## src/rtl/conv_pkg.sv

```systemverilog
// Shared constants for the small conv/pool datapath: image geometry,
// output word length and the default bias applied to conv results.
package conv_pkg;

  localparam int WORD_LENGTH   = 8;
  localparam int IMAGE_SIZE    = 28;
  localparam int KERNEL_SIZE   = 5;
  localparam int CONV_OUT_SIZE = IMAGE_SIZE - KERNEL_SIZE + 1;
  localparam int POOL_OUT_SIZE = CONV_OUT_SIZE / 2;
  localparam int DEFAULT_BIAS  = 14;
  localparam int DEFAULT_SHIFT = 4;

  // Address width for a memory of 'depth' entries, never narrower than 1 bit.
  function automatic int addr_bits(input int depth);
    return (depth > 1) ? $clog2(depth) : 1;
  endfunction

endpackage

```

## src/rtl/pool_line_buf.sv

```systemverilog
// One-row line buffer for 2x2 pooling: holds the horizontal max of each
// column pair from the even row until the odd row consumes it.
// Entries are individual flops so that reset can clear them all at once.
module pool_line_buf
  import conv_pkg::*;
#(
  parameter int DEPTH = POOL_OUT_SIZE,
  parameter int WIDTH = 16,
  parameter int AW    = addr_bits(DEPTH)
) (
  input  logic             clk,
  input  logic             rst,
  input  logic             wr_en,
  input  logic [AW-1:0]    wr_addr,
  input  logic [WIDTH-1:0] wr_data,
  input  logic [AW-1:0]    rd_addr,
  output logic [WIDTH-1:0] rd_data
);

  logic [WIDTH-1:0] entry_view [DEPTH];

  genvar gi;
  generate
    for (gi = 0; gi < DEPTH; gi++) begin : g_entry
      logic [WIDTH-1:0] entry_q;
      logic [WIDTH-1:0] entry_d;

      // Load this entry only when it is the addressed write target
      always_comb begin
        entry_d = entry_q;
        if (wr_en && (wr_addr == AW'(gi))) begin
          entry_d = wr_data;
        end
      end

      // Entry storage, cleared on reset
      always_ff @(posedge clk or posedge rst) begin
        if (rst) begin
          entry_q <= '0;
        end else begin
          entry_q <= entry_d;
        end
      end

      assign entry_view[gi] = entry_q;
    end
  endgenerate

  // Combinational read so the pooled max is formed in the accepting cycle
  always_comb begin
    rd_data = '0;
    for (int i = 0; i < DEPTH; i++) begin
      if (rd_addr == AW'(i)) begin
        rd_data = entry_view[i];
      end
    end
  end

endmodule

```

## src/rtl/relu_maxpool.sv

```systemverilog
// Bias + ReLU + 2x2 max-pool + requantization over a raster-ordered conv
// output map. One pooled value is emitted one cycle after each sample that
// lands on an odd row and odd column.
module relu_maxpool
  import conv_pkg::*;
#(
  parameter int DATA_W = 16,
  parameter int IMG_W  = CONV_OUT_SIZE,
  parameter int BIAS   = DEFAULT_BIAS,
  parameter int SHIFT  = DEFAULT_SHIFT,
  parameter int OUT_W  = WORD_LENGTH
) (
  input  logic                     clk,
  input  logic                     rst,
  input  logic                     in_valid,
  input  logic signed [DATA_W-1:0] data_in,
  output logic                     out_valid,
  output logic [OUT_W-1:0]         data_out,
  output logic                     out_last
);

  localparam int CW   = addr_bits(IMG_W);
  localparam int HALF = IMG_W / 2;
  localparam int AW   = addr_bits(HALF);

  localparam logic [CW-1:0]     LAST_IDX = CW'(IMG_W - 1);
  localparam logic [DATA_W:0]   BIAS_EXT = (DATA_W + 1)'(BIAS);
  localparam logic [DATA_W-1:0] POS_MAX  = {1'b0, {(DATA_W - 1){1'b1}}};
  localparam logic [DATA_W-1:0] QMAX     = DATA_W'((1 << OUT_W) - 1);

  logic [CW-1:0]     col_q, col_d;
  logic [CW-1:0]     row_q, row_d;
  logic [DATA_W-1:0] pair_q, pair_d;
  logic              out_valid_q, out_valid_d;
  logic              out_last_q, out_last_d;
  logic [OUT_W-1:0]  data_out_q, data_out_d;

  logic [DATA_W:0]   sum;
  logic [DATA_W-1:0] relu_val;
  logic [DATA_W-1:0] hmax;
  logic [DATA_W-1:0] lb_rd;
  logic [DATA_W-1:0] pmax;
  logic [DATA_W-1:0] shifted;
  logic [OUT_W-1:0]  qsat;
  logic              lb_wr;
  logic              fire;
  logic [AW-1:0]     lb_addr;

  // Bias add in one extra bit, then fold saturation and ReLU together:
  // any negative sum clamps to 0, positive overflow clamps to the max.
  always_comb begin
    sum = {data_in[DATA_W-1], data_in} + BIAS_EXT;
    if (sum[DATA_W]) begin
      relu_val = '0;
    end else if (sum[DATA_W-1]) begin
      relu_val = POS_MAX;
    end else begin
      relu_val = sum[DATA_W-1:0];
    end
  end

  // Horizontal pair max, vertical max against the line buffer, requantize.
  // All operands are non-negative so unsigned compares are sufficient.
  always_comb begin
    hmax    = (pair_q > relu_val) ? pair_q : relu_val;
    pmax    = (hmax > lb_rd) ? hmax : lb_rd;
    shifted = pmax >> SHIFT;
    qsat    = (shifted > QMAX) ? {OUT_W{1'b1}} : shifted[OUT_W-1:0];
    lb_addr = AW'(col_q >> 1);
    lb_wr   = in_valid && !row_q[0] && col_q[0];
    fire    = in_valid && row_q[0] && col_q[0];
  end

  // Raster position tracking and pair capture; idle cycles leave state alone
  always_comb begin
    col_d       = col_q;
    row_d       = row_q;
    pair_d      = pair_q;
    out_valid_d = fire;
    out_last_d  = fire && (row_q == LAST_IDX) && (col_q == LAST_IDX);
    data_out_d  = fire ? qsat : data_out_q;
    if (in_valid) begin
      if (!col_q[0]) begin
        pair_d = relu_val;
      end
      if (col_q == LAST_IDX) begin
        col_d = '0;
        row_d = (row_q == LAST_IDX) ? '0 : row_q + CW'(1);
      end else begin
        col_d = col_q + CW'(1);
      end
    end
  end

  // State registers
  always_ff @(posedge clk or posedge rst) begin
    if (rst) begin
      col_q       <= '0;
      row_q       <= '0;
      pair_q      <= '0;
      out_valid_q <= 1'b0;
      out_last_q  <= 1'b0;
      data_out_q  <= '0;
    end else begin
      col_q       <= col_d;
      row_q       <= row_d;
      pair_q      <= pair_d;
      out_valid_q <= out_valid_d;
      out_last_q  <= out_last_d;
      data_out_q  <= data_out_d;
    end
  end

  pool_line_buf #(
    .DEPTH (HALF),
    .WIDTH (DATA_W),
    .AW    (AW)
  ) u_line_buf (
    .clk     (clk),
    .rst     (rst),
    .wr_en   (lb_wr),
    .wr_addr (lb_addr),
    .wr_data (hmax),
    .rd_addr (lb_addr),
    .rd_data (lb_rd)
  );

  assign out_valid = out_valid_q;
  assign out_last  = out_last_q;
  assign data_out  = data_out_q;

endmodule

```

## config.mk

```make
export PLATFORM = sky130hd
export DESIGN_NAME = relu_maxpool
export DESIGN_NICKNAME = d
export VERILOG_FILES = /design/src/rtl/conv_pkg.sv /design/src/rtl/pool_line_buf.sv /design/src/rtl/relu_maxpool.sv
export SDC_FILE = /design/constraint.sdc
export NUM_CORES = 1
export LEC_CHECK = 0
export ABC_AREA = 1
export BUFFER_PORTS_ARGS = -buffer_cell sky130_fd_sc_hd__buf_2
export CORE_UTILIZATION = 55
export DETAILED_ROUTE_END_ITERATION = 16
export PLACE_DENSITY = 0.74
export SLEW_MARGIN = 10
export SYNTH_ARGS = -nofsm -noshare
export SYNTH_HDL_FRONTEND = slang
export SYNTH_SLANG_ARGS = --single-unit
```

## constraint.sdc

```tcl
create_clock -name clk -period 7.2 [get_ports clk]
set_input_delay 1.44 -clock clk [delete_from_list [all_inputs] [get_ports clk]]
set_output_delay 1.44 -clock clk [all_outputs]
set_load 0.05 [all_outputs]
```

-- After elaboration in Yosys (flattened, before gate mapping)
Cells that the tools add are included.
W data, S select, Z words.
- flip-flop bits (word level): 228
- logic and storage cells: 79
- input bits: 19
- mux-type cells: 19
- reductions and logical operators: 22
- add/subtract/negate cells: 3
- equal/unequal tests: 13
- bitwise logic cells: 1
- $lt $le $gt $ge: 3
- operator list (cell ; count):
    $mux W16 ; 15
    $gt A16 B16 Y1 ; 2
    $logic_and A1 B1 Y1 ; 18
    $add A16 B5 Y17 const B ; 1
    $eq A4 B3 Y1 const B ; 4
    $eq A4 B4 Y1 const B ; 4
    $mux W15 ; 1
    $gt A12 B8 Y1 const B ; 1
    $add A5 B1 Y5 const B ; 2
    $eq A5 B5 Y1 const B ; 2
    $mux W5 ; 2
    $eq A4 B2 Y1 const B ; 2
    $mux W8 ; 1
    $eq A4 B1 Y1 const B ; 1
    $logic_not A4 Y1 ; 1
    $reduce_and A2 Y1 ; 2
    $logic_not A1 Y1 ; 1
    $not A1 Y1 ; 1

-- Depth between registers and ports, before layout
- depth after elaboration: 17
- gate-level depth with buffers: 40
- gate-level depth less buffers: 36

-- Modules after synthesis
Synthesis repeated with hierarchy kept, for this count alone.
- cells, all modules: 1515
- area, all modules: 11801.3 µm²
- modules (own cells, without submodules) (module ; cells each ; seq. area each (µm²) ; area an instance (µm²) ; times used):
    pool_line_buf ; 1065 ; 4804.6 ; 8690.8 ; 1
    relu_maxpool ; 450 ; 875.8 ; 3110.5 ; 1

-- Worst setup path after synthesis
No wires, ideal clock.
- path type: input port to flip-flop
- start point: input port data_in[1]
- end point: register data_out_q[0] (netlist: data_out[0])
- path buffers: 4
- library setup time: 118 ps
- path slack: 1455 ps
- stages on the path: 37
- arrival: 5627 ps
- data required time: 7082 ps
- path through: inv_1 -> ha_1 -> nand2_1 -> nand4_1 -> nand2b_1 -> nand2_1 -> nand2_2 -> inv_2 -> buf_6 -> o21ai_2 -> ha_1 -> a21oi_1 -> o21ai_0 -> nand2_1 -> o21ai_1 -> nor2_1 -> nand2_1 -> nand2_1 -> buf_2 -> buf_2 -> nand2_1 -> nand2_1 -> buf_2 -> inv_1 -> ha_1 -> nand2_1 -> nor2_1 -> nand2_1 -> o21bai_1 -> a21oi_4 -> clkinv_1 -> nor2_1 -> nand3_2 -> nand2_4 -> nand2_1 -> nand2_1 -> nand2_1
- word-level cells in the longest chain between the ends: 9
- ends and longest elaborated chain (item ; line ; text):
    start, declared ; relu_maxpool.sv:16 ; input logic signed [DATA_W-1:0] data_in,
    $add A16 B5 Y17 (*) ; relu_maxpool.sv:52 ; sum = {data_in[DATA_W-1], data_in} + BIAS_EXT;
    $mux W15 ; relu_maxpool.sv:55 ; end else if (sum[DATA_W-1]) begin
    $mux W16 (*) ; relu_maxpool.sv:53 ; if (sum[DATA_W]) begin
    $gt A16 B16 Y1 ; relu_maxpool.sv:65 ; hmax = (pair_q > relu_val) ? pair_q : relu_val;
    $mux W16 (*) ; relu_maxpool.sv:65 ;
    via hmax[11] ; relu_maxpool.sv:40 ; logic [DATA_W-1:0] hmax;
    $gt A16 B16 Y1 ; relu_maxpool.sv:66 ; pmax = (hmax > lb_rd) ? hmax : lb_rd;
    $mux W16 (*) ; relu_maxpool.sv:66 ;
    $gt A12 B8 Y1 ; relu_maxpool.sv:68 ; qsat = (shifted > QMAX) ? {OUT_W{1'b1}} : shifted[OUT_W-1:0];
    $mux W8 (*) ; relu_maxpool.sv:68 ;
    end signal, assigned ; relu_maxpool.sv:110 ; data_out_q <= data_out_d;
    end, declared ; relu_maxpool.sv:36 ; logic [OUT_W-1:0] data_out_q, data_out_d;
The timed path passes the listed nets; every way through them passes the cells marked *.
A chain may end at the register's enable or synchronous reset.

-- Worst setup path after layout
- start point: input port data_in[1]
- end point: register data_out_q[2] (netlist: data_out[2])
The elaborated chain is that of the path after synthesis.

==> flow_summary.yaml <==
run:
  max_cap_viol_count: 0
critical_path:
  cp.arrival_ps: 6520
  start_kind: "primary input"
  crit_required_ps: 7600
  critical_path_class: "primary input to flip-flop"
  slowest_stage: "ha_1"
  critPathMaxFanout: 14
  crit_path_end_kind: "flip-flop"
  critPathMaxStageDelay_ps: 340
  cpMostUsedCell: "nand2_1"
  critPathBufInv: 7
  crit_family: "simple AND/OR/NAND/NOR gates"
placement:
  pre_cts_slack_ps: 581
  gp_congestion: 0.874
  dp.cells: 1589
  dp_hpwl_mm: 17.5
  portBuffers: 28
timing:
  worstMarginPinSlew_ps: 1140
  setup-violations-final: 0
  hold_viol: 0
  tns_ps: 0
  rsz0062_at_grt: "no"
  fin_hold_ws_ps: 479
  slew_viol_final: 0
  max_freq_mhz: 163
  finalCritPeriodShare_pct: 85.0
  skew_ps: 8.16
  relSlewSlack_pct: 24.0
  fin_crit_ps: 6120
  worst_slack_ps: 1080
yosys:
  syn_avg_cell_area_um2: 7.95
  synth_xor_area_share_pct: 1.06
  synth_top_family_by_area: "simple AND/OR/NAND/NOR gates"
  synth_simple_gate_area_share_pct: 25.0
  synthesis.nets: 1403
  synth_most_common_cell: "nand2_1"
  synth_top_cell_area_share_pct: 50.1
  synth_area_mm2: 0.0107
  synth-seq-area-share_pct: 50.1
  yosysWarnings: 0
  ys_seq_elements: 215
  syn_inst: 1351
  synth_top_cells_by_area: "dfrtp_1 (50%), nand2_1 (16%), o21ai_0 (8.6%)"
  synth_compound_area_share_pct: 14.0
  synth_ff_type: "dfrtp_1"
  synthAdderAreaFrac_pct: 3.85
  synth_edf_count: 0
  muxShareOfSynthArea_pct: 0
  ys_types: 40
  postSynth.asyncResetShare_pct: 100
  yosys-top-cells-count: "nand2_1 (471), dfrtp_1 (215), o21ai_0 (184)"
  synth.largest_area_cell: "dfrtp_1"
die:
  core-area_mm2: 0.0189
  die_area_mm2: 0.0201
  fp-row-count: 50
  io_pins: 29
  initial_utilization_pct: 56.8
  die_x_um: 142
  die_h_um: 142
finish:
  drive_above_1_share_pct: 9.85
  fill_cells: 1671
  syn_to_final_growth_pct: 9.61
  num_antenna_cells: 0
  final_cells: 1631
  finalNetCount: 1406
detailed_routing:
  highest_layer: "met4"
  dr.pass1.iters: 5
  wl_met3_mm: 1.47
  wl_mm: 26.4
  ant_nets: 0
  wl_per_cell_um: 16.2
  vias: 8880
  met2WireLength_mm: 11.9
  drtIter0Drc: 762
  viasPerCell: 5.44
  drt-met1-wl_mm: 12.3
  drt_drc_violations_left: 0
power:
  power.switching_uw: 2110
  share_seq_of_total_power_pct: 36.7
  swShare_pct: 41.8
  irDropWorstVdd_v: 0.000321
  power.internal_uw: 2940
  finalPower_uw: 5050
  pwr-share-clk_pct: 22.4
  power_density_mw_per_mm2: 429
  p_leak_uw: 0.00569
  pwr-share-comb_pct: 40.8
clock_tree:
  cts_setup_buffers: 0
  cts.reportedPaths.clkPinSlew_ps: 60
  cts.path.max_buffers: 3
  clock_sinks: 215
  clk_latency_ps: 510
  cts_tree: "built"
  post_cts_resized: 0
  numCtsBuffers: 23
  htreeDepth: 1
  holdBufCountCts: 0
  cts_root_buffer: "clkbuf_16"
outcome:
  outcome: "finished clean"
grt:
  grt_pass1_wl_mm: 43.9
  grtUsageTotal_pct: 27.7
  grt_pass1_vias: 8373
  grt_max_degree: 85
  grt_antenna_before_repair: 0
  grt_remaining_overflow: 0
min_path:
  hold_path_class: "flip-flop to flip-flop"
-- path summary, 6_finish.rpt --
path / cells past startpoint / endpoint / startpoint / slack (ps)
setup / recovery: 35 / data_out[2]$_DFFE_PP0P_ / data_in[1] / 1080
hold / removal: 2 / data_out[3]$_DFFE_PP0P_ / data_out[3]$_DFFE_PP0P_ / 480
setup reg to reg: 25 / data_out[2]$_DFFE_PP0P_ / pair_q[3]$_DFFE_PP0P_ / 2980
hold reg to reg: 2 / data_out[3]$_DFFE_PP0P_ / data_out[3]$_DFFE_PP0P_ / 480
max in group asynchronous: 3 / u_line_buf.g_entry[11].entry_q[5]$_DFFE_PP0P_ / rst / 5080
min in group asynchronous: 2 / u_line_buf.g_entry[1].entry_q[8]$_DFFE_PP0P_ / rst / 840
-- worst min-delay path: cells and delay by family (launching register included) --
family	cells	cell delay (ps)
simple gates	2	100
flops	1	340
-- state kept, by name, summed over array words and instances (netlist names) --
name	count
col_q	5
data_out	8
out_last	1
out_valid	1
pair_q	15
row_q	5
u_line_buf.g_entry.entry_q	180
-- metal layers --
layer  up-vias  global-route usage (%)
li1       4379                       -
met1      4183                    39.9
met2       262                    43.3
met3        56                    4.25
met4         0                    8.83
met5         -                       0
-- metrics by stage --
| stage | util, % | cell area [µm²] |
|---|---|---|
| 2_1_floorplan | - | 10700 |
| 3_3_place_gp | 58.5 | 11100 |
| 3_5_place_dp | 58.5 | 11100 |
| 4_1_cts | 62.3 | 11800 |
| 5_1_grt | 62.3 | 11800 |
| 6_report | 62.3 | 11800 |
-- final cells by class --
| cell class | count | area (µm²) | share of cell area, % |
|---|---|---|---|
| clock inverter | 10 | 86.3 | 0.734 |
| timing repair buffer | 50 | 305 | 2.59 |
| multi-input combinational | 978 | 4710 | 40.1 |
| sequential | 215 | 5380 | 45.7 |
| inverter | 86 | 328 | 2.79 |
| tap | 260 | 325 | 2.76 |
| clock buffer | 32 | 629 | 5.35 |
-- layout by cell type (no fill, tap or decap), drive strengths merged, types with 4 or more instances in the layout --
cell / Yosys / layout
o21ai: 228 / 228
xor2: 7 / 7
clkinvlp: 0 / 4
buf: 20 / 50
nor2: 70 / 70
or2: 20 / 20
a221oi: 4 / 4
nor3: 5 / 5
nand2: 477 / 477
nand4: 22 / 22
dfrtp: 215 / 215
a21boi: 8 / 8
ha: 33 / 33
inv: 83 / 83
clkinv: 3 / 8
clkbuf: 52 / 32
nand3: 56 / 56
a21oi: 37 / 37
xnor2: 6 / 6
-- power groups by stage --
stage	registers (µW)	clock network, µW	logic (µW)
floorplan	1890	0	1390
global placement	1850	0	1980
detailed placement	1860	0	2020
CTS	1850	1150	2050
global route	1900	1200	2340
finish	1850	1130	2060
-- cell families (layout without fill, tap and decap cells) --
logic type               after synthesis  after routing
buffers and inverters                158            178
flip-flops                           215            215
AO/OA/AOI/OAI                        279            279
XOR/XNOR                              13             13
adder cells (fa/ha/maj)               33             33
AND/OR/NAND/NOR                      653            653
No activity file was read; power rests on OpenSTA's default activity.
